[config.mk]
export PLATFORM = sky130hd
export DESIGN_NAME = pwm_capture_flat
export DESIGN_NICKNAME = d
export VERILOG_FILES = /design/src/rtl/pwm_capture_if.sv /design/src/rtl/pwm_capture.sv /design/src/flat_wrapper.sv
export SDC_FILE = /design/constraint.sdc
export NUM_CORES = 1
export LEC_CHECK = 0
export ABC_CLOCK_PERIOD_IN_PS = 1900
export BUFFER_PORTS_ARGS = -buffer_cell sky130_fd_sc_hd__buf_2
export CAP_MARGIN = 15
export CORE_ASPECT_RATIO = 0.6
export CORE_MARGIN = 8
export CORE_UTILIZATION = 53
export CTS_CLUSTER_DIAMETER = 80
export DETAILED_ROUTE_END_ITERATION = 8
export PLACE_DENSITY = 0.76
export SYNTH_ARGS = -nofsm -noshare
export SYNTH_HDL_FRONTEND = slang
export SYNTH_SLANG_ARGS = --single-unit
export TNS_END_PERCENT = 1
[constraint.sdc]
create_clock -name clock -period 1.9 [get_ports clock]
set_input_delay 0.38 -clock clock [delete_from_list [all_inputs] [get_ports clock]]
set_output_delay 0.38 -clock clock [all_outputs]
set_load 0.02 [all_outputs]
[src/rtl/pwm_capture_if.sv]
// Signal bundle between a PWM measurement block and its consumer.
// The consumer (master) drives the enable and the raw waveform and
// receives the measured period/high time plus status pulses.
interface pwm_capture_if #(
    parameter int MAX_PERIOD = 100_000_000
);
    localparam int CW = $clog2(MAX_PERIOD + 1);

    logic          enable;
    logic          pwm_in;
    logic [CW-1:0] period;
    logic [CW-1:0] high_time;
    logic          valid;
    logic          timeout;
    logic          locked;

    modport master (
        output enable,
        output pwm_in,
        input  period,
        input  high_time,
        input  valid,
        input  timeout,
        input  locked
    );

    modport slave (
        input  enable,
        input  pwm_in,
        output period,
        output high_time,
        output valid,
        output timeout,
        output locked
    );
endinterface

[src/rtl/pwm_capture.sv]
// PWM period / high-time measurement.
// The asynchronous waveform is synchronized, edge-detected, and a single
// saturating counter measures rise-to-rise (period) and rise-to-fall
// (high time) intervals. A waveform stuck at one level for MAX_PERIOD
// cycles reports a timeout with 0 % or 100 % duty.
module pwm_capture #(
    parameter int MAX_PERIOD = 100_000_000
) (
    input  logic          clock,
    input  logic          reset,
    pwm_capture_if.slave  bus
);
    localparam int            CW      = $clog2(MAX_PERIOD + 1);
    localparam logic [CW-1:0] MAX_CNT = CW'(MAX_PERIOD);
    localparam logic [CW-1:0] ONE     = CW'(1);

    typedef enum logic [1:0] {
        IDLE  = 2'd0,
        HIGH  = 2'd1,
        LOW   = 2'd2,
        STUCK = 2'd3
    } state_t;

    // Input conditioning
    logic [1:0] sync_reg;     // two-flop synchronizer, [1] is the usable value
    logic       delay_reg;    // one more stage for edge detection
    logic [1:0] fill_reg;     // tracks when sync_reg[1] holds a real sample
    logic       armed_reg;    // a genuine low has been seen since reset
    logic       rise;
    logic       fall;

    // Measurement state
    state_t        state_reg;
    logic [CW-1:0] count_reg;
    logic [CW-1:0] high_cnt_reg;
    logic [CW-1:0] period_reg;
    logic [CW-1:0] high_time_reg;
    logic          valid_reg;
    logic          timeout_reg;
    logic          locked_reg;
    logic [CW-1:0] count_inc;
    logic          at_max;

    // Synchronize the waveform and arm edge detection only after a real low
    // sample, so a waveform already high when reset releases is not a rise.
    always_ff @(posedge clock or negedge reset) begin
        if (!reset) begin
            sync_reg  <= 2'b00;
            delay_reg <= 1'b0;
            fill_reg  <= 2'b00;
            armed_reg <= 1'b0;
        end else begin
            sync_reg  <= {sync_reg[0], bus.pwm_in};
            delay_reg <= sync_reg[1];
            fill_reg  <= {fill_reg[0], 1'b1};
            if (fill_reg[1] && !sync_reg[1]) begin
                armed_reg <= 1'b1;
            end
        end
    end

    assign rise = sync_reg[1] & ~delay_reg & armed_reg;
    assign fall = ~sync_reg[1] & delay_reg;

    // Counter saturates so it can never wrap past MAX_PERIOD.
    assign at_max    = (count_reg == MAX_CNT);
    assign count_inc = at_max ? MAX_CNT : count_reg + ONE;

    // Measurement FSM with registered outputs; edges win over a timeout
    // that would otherwise fire in the same cycle.
    always_ff @(posedge clock or negedge reset) begin
        if (!reset) begin
            state_reg     <= IDLE;
            count_reg     <= '0;
            high_cnt_reg  <= '0;
            period_reg    <= '0;
            high_time_reg <= '0;
            valid_reg     <= 1'b0;
            timeout_reg   <= 1'b0;
            locked_reg    <= 1'b0;
        end else begin
            valid_reg   <= 1'b0;
            timeout_reg <= 1'b0;
            if (!bus.enable) begin
                state_reg  <= IDLE;
                count_reg  <= '0;
                locked_reg <= 1'b0;
            end else begin
                case (state_reg)
                    IDLE: begin
                        count_reg <= '0;
                        if (rise) begin
                            state_reg <= HIGH;
                            count_reg <= ONE;
                        end
                    end
                    HIGH: begin
                        if (fall) begin
                            high_cnt_reg <= count_reg;
                            count_reg    <= count_inc;
                            state_reg    <= LOW;
                        end else if (at_max) begin
                            period_reg    <= MAX_CNT;
                            high_time_reg <= MAX_CNT;
                            valid_reg     <= 1'b1;
                            timeout_reg   <= 1'b1;
                            locked_reg    <= 1'b0;
                            state_reg     <= STUCK;
                        end else begin
                            count_reg <= count_inc;
                        end
                    end
                    LOW: begin
                        if (rise) begin
                            period_reg    <= count_reg;
                            high_time_reg <= high_cnt_reg;
                            valid_reg     <= 1'b1;
                            locked_reg    <= 1'b1;
                            count_reg     <= ONE;
                            state_reg     <= HIGH;
                        end else if (at_max) begin
                            period_reg    <= MAX_CNT;
                            high_time_reg <= '0;
                            valid_reg     <= 1'b1;
                            timeout_reg   <= 1'b1;
                            locked_reg    <= 1'b0;
                            state_reg     <= STUCK;
                        end else begin
                            count_reg <= count_inc;
                        end
                    end
                    STUCK: begin
                        if (rise) begin
                            count_reg <= ONE;
                            state_reg <= HIGH;
                        end
                    end
                    default: begin
                        state_reg <= IDLE;
                        count_reg <= '0;
                    end
                endcase
            end
        end
    end

    assign bus.period    = period_reg;
    assign bus.high_time = high_time_reg;
    assign bus.valid     = valid_reg;
    assign bus.timeout   = timeout_reg;
    assign bus.locked    = locked_reg;
endmodule

[src/flat_wrapper.sv]
// flat-port wrapper written by rule: the top's interface ports become plain ports
module pwm_capture_flat 
#(
    parameter int MAX_PERIOD = 100_000_000
)
  (clock, reset, bus_enable, bus_pwm_in, bus_period, bus_high_time, bus_valid, bus_timeout, bus_locked);
  pwm_capture_if #(.MAX_PERIOD(MAX_PERIOD)) bus_i ();
  input  logic clock;
  input  logic reset;
  input wire logic [$bits(bus_i.enable)-1:0] bus_enable;
  input wire logic [$bits(bus_i.pwm_in)-1:0] bus_pwm_in;
  output wire logic [$bits(bus_i.period)-1:0] bus_period;
  output wire logic [$bits(bus_i.high_time)-1:0] bus_high_time;
  output wire logic [$bits(bus_i.valid)-1:0] bus_valid;
  output wire logic [$bits(bus_i.timeout)-1:0] bus_timeout;
  output wire logic [$bits(bus_i.locked)-1:0] bus_locked;
  assign bus_i.enable = bus_enable;
  assign bus_i.pwm_in = bus_pwm_in;
  assign bus_period = bus_i.period;
  assign bus_high_time = bus_i.high_time;
  assign bus_valid = bus_i.valid;
  assign bus_timeout = bus_i.timeout;
  assign bus_locked = bus_i.locked;
  pwm_capture #(.MAX_PERIOD(MAX_PERIOD)) u_core (.clock(clock), .reset(reset), .bus(bus_i));
endmodule
## After elaboration in Yosys (flattened, before gate mapping)

Index checks and enable logic that the tools add are counted.

| storage, ports and cells | value |
|---|---|
| flip-flop bits (word level) | 119 |
| input port bits | 4 |
| output and inout port bits | 57 |

| operators by class | value |
|---|---|
| $add $sub $neg | 1 |
| equal/unequal tests | 11 |
| multiplexer cells | 36 |
| bitwise operators | 5 |
| reductions and logical operators | 9 |

Operator list:

| kind | number |
|---|---|
| 27-bit 2-to-1 mux | 13 |
| 27-bit one-hot mux with 2 select lines | 2 |
| 27-bit one-hot mux with 4 select lines | 1 |
| 27-bit by 1-bit adder with 27-bit output, second input constant | 1 |
| 27-bit equality test, second input constant | 1 |
| 1-bit 2-to-1 mux | 11 |
| 2-bit 2-to-1 mux | 5 |
| 3-bit by 1-bit != test with 1-bit output, second input constant | 2 |
| 3-bit by 2-bit != test with 1-bit output, second input constant | 2 |
| 1-bit one-hot mux with 2 select lines | 3 |
| 2-bit one-hot mux with 3 select lines | 1 |
| 3-bit AND reduction | 2 |
| 5-bit AND reduction | 1 |
| 2-bit equality test, second input constant | 2 |
| 1-bit bitwise AND | 3 |
| 3-bit != test, second input constant | 1 |
| 2-bit by 1-bit equality test with 1-bit output, second input constant | 1 |
| 2-bit zero test | 1 |
| 2-bit by 1-bit != test with 1-bit output, second input constant | 1 |
| 2-bit != test, second input constant | 1 |
| 1-bit inverter | 2 |
| 2-bit AND reduction | 1 |
| 2-bit nonzero test | 1 |
| 2-bit OR reduction | 1 |
| 2 further kinds | 2 |

## Longest topological paths before layout

| logic depth | value |
|---|---|
| word-level depth | 6 |
| mapped depth | 10 |
| depth with buffers taken out | 10 |

## Least setup slack after synthesis

Ideal clock, no wire load.

| timing | value |
|---|---|
| kind | register to register |
| start | register u_core.count_reg[0] |
| end | register u_core.count_reg[0] |
| data arrival time | 1.946 ns |
| required time | 1.773 ns |
| slack | -0.173 ns |
| stages on the path, launching flop included | 11 |
| buffers on the path | 0 |
| period minus slack after synthesis | 2.073 ns |
| path through | dfrtp_1 > inv_1 > ha_1 > and4bb_1 > nand3_1 > nor2_4 > inv_2 > ha_1 > nand2_1 > a211oi_1 > a21oi_1 |

| on the way | value |
|---|---|
| cells in the longest elaborated chain, start to end | 6 |
| elaborated cells on any way between the ends | 8 |
| those cells by class | 1 x add/sub; 1 x eq/ne; 6 x mux |

Ends and longest elaborated chain:

| item | line | text |
|---|---|---|
| from (decl) | pwm_capture.sv:34 | `logic [CW-1:0] count_reg;` |
| from (signal assigned) | pwm_capture.sv:100 | `count_reg <= count_inc;` |
| from (signal assigned) | pwm_capture.sv:110 | `count_reg <= count_inc;` |
| from (signal assigned) | pwm_capture.sv:129 | `count_reg <= count_inc;` |
| 27-bit by 1-bit adder with 27-bit output / 27-bit equality test (equally long branches) | pwm_capture.sv:67, pwm_capture.sv:66 |  |
| 27-bit 2-to-1 mux | pwm_capture.sv:67 | `assign count_inc = at_max ? MAX_CNT : count_reg + ONE;` |
| 27-bit 2-to-1 mux | pwm_capture.sv:102, pwm_capture.sv:121 |  |
| 27-bit 2-to-1 mux, on equally long branches | pwm_capture.sv:114, pwm_capture.sv:98 |  |
| 27-bit one-hot mux with 4 select lines (*) | pwm_capture.sv:89 | `case (state_reg)` |
| 27-bit 2-to-1 mux (*) | pwm_capture.sv:84 | `if (!bus.enable) begin` |

Mark *: on every way between the ends. The rest lies on a longest branch, timed or not.
A chain may end at the register's enable or synchronous reset.

## Final worst setup path

| timing | value |
|---|---|
| start | register u_core.count_reg[4] |
| end | register u_core.count_reg[0] |

| on the way | value |
|---|---|
| cells in the longest elaborated chain, start to end | 6 |
| elaborated cells on any way between the ends | 7 |
| those cells by class | 1 x eq/ne; 6 x mux |

Ends and longest elaborated chain:

| item | line | text |
|---|---|---|
| 27-bit equality test (*) | pwm_capture.sv:66 | `assign at_max = (count_reg == MAX_CNT);` |
| 27-bit 2-to-1 mux | pwm_capture.sv:67 |  |
| 27-bit 2-to-1 mux | pwm_capture.sv:102, pwm_capture.sv:121 |  |
| 27-bit 2-to-1 mux, on equally long branches | pwm_capture.sv:114, pwm_capture.sv:98 |  |
| 27-bit one-hot mux with 4 select lines (*) | pwm_capture.sv:89 |  |
| 27-bit 2-to-1 mux (*) | pwm_capture.sv:84 |  |

Marked as above.

==> run_results.csv <==
group,metric,value,unit
logic_synthesis,cell_area_synth,5400,µm²
logic_synthesis,seq_area_frac_synth,0.5514,
global_routing,global_route_wire_length_before_repair,25270,µm
power_and_ir_drop,total_power,7322,µW
worst_setup_path,crit_slowest_cell,"sky130_fd_sc_hd__dfrtp_1",
logic_synthesis,yosys-top-cells-count,"sky130_fd_sc_hd__dfrtp_1 (119), sky130_fd_sc_hd__nand2_1 (53), sky130_fd_sc_hd__a22o_1 (31)",
timing,grt_setup_unrepaired,"true",
power_and_ir_drop,power_per_cell_area,1028,nW/µm²
power_and_ir_drop,p_leak,0.003396,µW
worst_setup_path,critical_path_buf_inv_count,2,
logic_synthesis,synth_top_cell_area_share,0.5514,
global_routing,globalRouteOverflowTotal,0,
timing,achievable-frequency,0.4879,GHz
worst_setup_path,critPathMaxStageDelay,410,ps
worst_setup_path,ff2ff_setup_slack,-150,ps
route,via_count,4586,
clock_network,cts-hold-fix-buffers,0,
logic_synthesis,postSynth.topFlopCell,"sky130_fd_sc_hd__dfrtp_1",
global_routing,grt_antenna_before_repair,0,
timing,whs,-28.13,ps
timing,timing_worst_slew_pin_value,606.1,ps
run_status,violations,"negative hold slack, negative setup slack",
timing,min_period_over_period,1.079,
die,die_width,146.3,µm
clock_network,numClockSinks,119,
worst_setup_path,r2r_start,"u_core.count_reg[4]",
final_layout,fin_nets,612,
worst_setup_path,critical_path.top_delay_family,"simple AND/OR/NAND/NOR gates",
logic_synthesis,synth_top_cells_by_area,"sky130_fd_sc_hd__dfrtp_1 (55%), sky130_fd_sc_hd__mux2_2 (5.6%), sky130_fd_sc_hd__a22o_1 (5.0%)",
worst_setup_path,worst_r2r_path_depth,9,
clock_network,cts_tree,"done",
clock_network,cts.clk_slew.worst_paths,50,ps
worst_hold_path,timing.hold.worst.class,"in2async",
timing,worst_slew_margin_rel,0.5959,
logic_synthesis,yosys.cell_count.top_type,"sky130_fd_sc_hd__dfrtp_1",
power_and_ir_drop,clkPwrFrac,0.404,
final_layout,finish.cell_count_without_fillers,744,
global_routing,number_of_global_route_vias_before_repair,4552,
route,wl,15800,µm
die,placementRows,28,
route,drt_first_iter_violations,513,
logic_synthesis,avgSynthCellArea,11.42,µm²
timing,period_needed,2050,ps
logic_synthesis,syn-instance-count,473,
final_layout,antenna-diode-count,0,
final_layout,syn_to_final_growth,31.95,%
clock_network,cts_max_level,4,
power_and_ir_drop,share_seq_of_total_power,0.392,
place,hpwlAfterDp,10840,µm
worst_setup_path,worstPathMaxFanout,5,
worst_setup_path,worst-path-stages,9,
die,design.core.area,9879,µm²
final_layout,post_layout_utilization_of_the_core,0.7213,
worst_setup_path,series_of_cell_instances_along_the_critical_path,"nor4b_4 > nand4_2 > buf_6 > nor2_4 > inv_4 > ha_4 > nand2_2 > a211oi_2 > a21oi_1",
global_routing,pin_count_of_the_biggest_net_entering_global_routing,88,
worst_setup_path,worstSetupStartpointType,"register",
power_and_ir_drop,power.share.switching,0.2816,
route,detail_route.first_pass.iterations,5,
power_and_ir_drop,worst_supply_voltage_drop_on_vdd,0.6895,mV
place,pre_cts_setup_slack,-194.1,ps
place,placed_cell_count,713,
place,globalplace.congestion,0.9724,
logic_synthesis,yosysUniqueCellTypes,57,
timing,hold_violations,13,
clock_network,ctsRootBufferMaster,"sky130_fd_sc_hd__clkbuf_16",
timing,setup_violations,75,
clock_network,cts-root-to-sink-buffers,2,
run_status,outcome,"complete, but fails checks",
route,post_drt_wl_per_cell,21.23,µm
logic_synthesis,yosys_warnings,0,
die,floorplan.die_area,13780,µm²
logic_synthesis,yosysTopAreaCell,"sky130_fd_sc_hd__dfrtp_1",
worst_setup_path,timing.rr.end,"u_core.count_reg[0]",
die,start_util,0.5466,
logic_synthesis,asyncSetResetFlopFracSynth,1.000,
timing,skew,6.868,ps
flow_run,maxCapViolCount,0,
place,portbufs,60,
logic_synthesis,post_synth_edffs,0,
die,chipHeight,94.19,µm
clock_network,cts_buffers,17,
global_routing,track_usage,0.2356,
worst_setup_path,critical_path.endpoint_type,"register",
timing,finalWorstSetupSlack,-149.6,ps
die,io-pin-count,61,
route,final_ant_viol_nets,0,
worst_setup_path,worst_setup_path_startpoint,"u_core.count_reg[4]",
worst_setup_path,cp.required,2190,ps
worst_setup_path,critPathArrivalTime,2340,ps
power_and_ir_drop,p_sw,2062,µW
clock_network,insertion_delay,410,ps
route,detail_route.vias_per_cell,6.164,
route,drc,0,
power_and_ir_drop,power_frac_comb,0.203,
final_layout,drive_gt1_frac,0.3859,
logic_synthesis,synth.ff_latch_count,119,
timing,timing_max_transition_violations_final,0,
logic_synthesis,postSynthNetCount,484,
worst_setup_path,class_of_the_most_critical_setup_path,"reg2reg",
power_and_ir_drop,internal_power_summed_over_all_cells,5261,µW
cell families (layout without fill, tap and decap cells):
| logic type | Yosys count | in the layout | synth area share |
|---|---|---|---|
| simple gates | 139 | 139 | 0.1437 |
| compound gates | 129 | 129 | 0.1768 |
| flops | 119 | 119 | 0.5514 |
| buf+inv | 44 | 180 | 0.03730 |
| mux | 34 | 34 | 0.07391 |
| fa+ha+maj | 7 | 7 | 0.01622 |
| other cells | 1 | 1 | 0.0006944 |
how the worst max path moves through the flow:
stage | slack, ps | endpoint
global placement | -90 | u_core.bus.timeout
floorplan | -90 | u_core.count_reg[12]
CTS | -130 | u_core.count_reg[10]
detailed placement | -190 | u_core.count_reg[5]
global route | -290 | u_core.count_reg[0]
finish | -150 | u_core.count_reg[0]
power by group through the flow:
stage | sequential, µW | combinational [µW] | clock [µW]
2_1_floorplan | 3120 | 632 | 0
3_3_place_gp | 2900 | 1350 | 0
3_5_place_dp | 2910 | 1390 | 0
4_1_cts | 2880 | 1450 | 2990
5_1_grt | 2900 | 1610 | 3110
6_report | 2870 | 1490 | 2960
repair_timing:
item,4_1_cts,5_1_grt
pin swaps,15,22
endpoints found under the setup margin,74,83
cloned,0,0
buffers inserted,2,2
gates resized for setup,19,12
stage by stage:
stage | instance area (µm²) | setup TNS, ps
global route | 7126 | -13910
global placement | 6406 | -1804
finish | 7126 | -6084
floorplan | 5438 | -1824
detailed placement | 6406 | -5012
CTS | 7057 | -4248
cell type report:
| type | instances | area (µm²) |
|---|---|---|
| multi-input combinational | 310 | 2379 |
| fill | 692 | 2754 |
| clock inverter | 4 | 47.55 |
| clock buffer | 23 | 488.0 |
| inverter | 12 | 47.55 |
| timing repair buffer | 141 | 1017 |
| sequential | 119 | 2978 |
| tap | 135 | 168.9 |
layer usage:
| layer | track usage | vias to the layer above | routed length, µm |
|---|---|---|---|
| met5 | 0 | - | 0 |
| li1 | - | 2009 | - |
| met2 | 0.3459 | 241 | 6855 |
| met3 | 0.07263 | 29 | 1480 |
| met1 | 0.3264 | 2307 | 7165 |
| met4 | 0.07843 | 0 | 298 |
worst reg2reg max path, cell delays in order, from the launching register on:
cell                       delay (ps)
sky130_fd_sc_hd__dfrtp_1          410
sky130_fd_sc_hd__nor4b_4          330
sky130_fd_sc_hd__nand4_2          170
sky130_fd_sc_hd__buf_6            170
sky130_fd_sc_hd__nor2_4           190
sky130_fd_sc_hd__inv_4             70
sky130_fd_sc_hd__ha_4             270
sky130_fd_sc_hd__nand2_2           40
sky130_fd_sc_hd__a211oi_2         190
sky130_fd_sc_hd__a21oi_1           90
cells in the final DEF (no fill, tap or decap), types with 4 or more instances in the layout:
cell type	count
sky130_fd_sc_hd__a21o_1	5
sky130_fd_sc_hd__a21oi_1	21
sky130_fd_sc_hd__a22o_1	31
sky130_fd_sc_hd__a31oi_1	17
sky130_fd_sc_hd__a41oi_1	5
sky130_fd_sc_hd__and3_1	6
sky130_fd_sc_hd__and4_1	5
sky130_fd_sc_hd__buf_12	7
sky130_fd_sc_hd__buf_2	59
sky130_fd_sc_hd__buf_4	71
sky130_fd_sc_hd__clkbuf_16	17
sky130_fd_sc_hd__clkbuf_8	4
sky130_fd_sc_hd__dfrtp_1	119
sky130_fd_sc_hd__ha_1	5
sky130_fd_sc_hd__inv_1	9
sky130_fd_sc_hd__mux2_2	27
sky130_fd_sc_hd__mux2_4	5
sky130_fd_sc_hd__nand2_1	52
sky130_fd_sc_hd__nand3_1	20
sky130_fd_sc_hd__nand3_2	5
sky130_fd_sc_hd__nand3b_1	5
sky130_fd_sc_hd__nand4_1	4
sky130_fd_sc_hd__nor2_1	14
sky130_fd_sc_hd__nor3_1	4
sky130_fd_sc_hd__o21ai_0	12
sky130_fd_sc_hd__o21ai_1	4
sky130_fd_sc_hd__o22a_1	10
No activity file was read; power rests on OpenSTA's default activity.
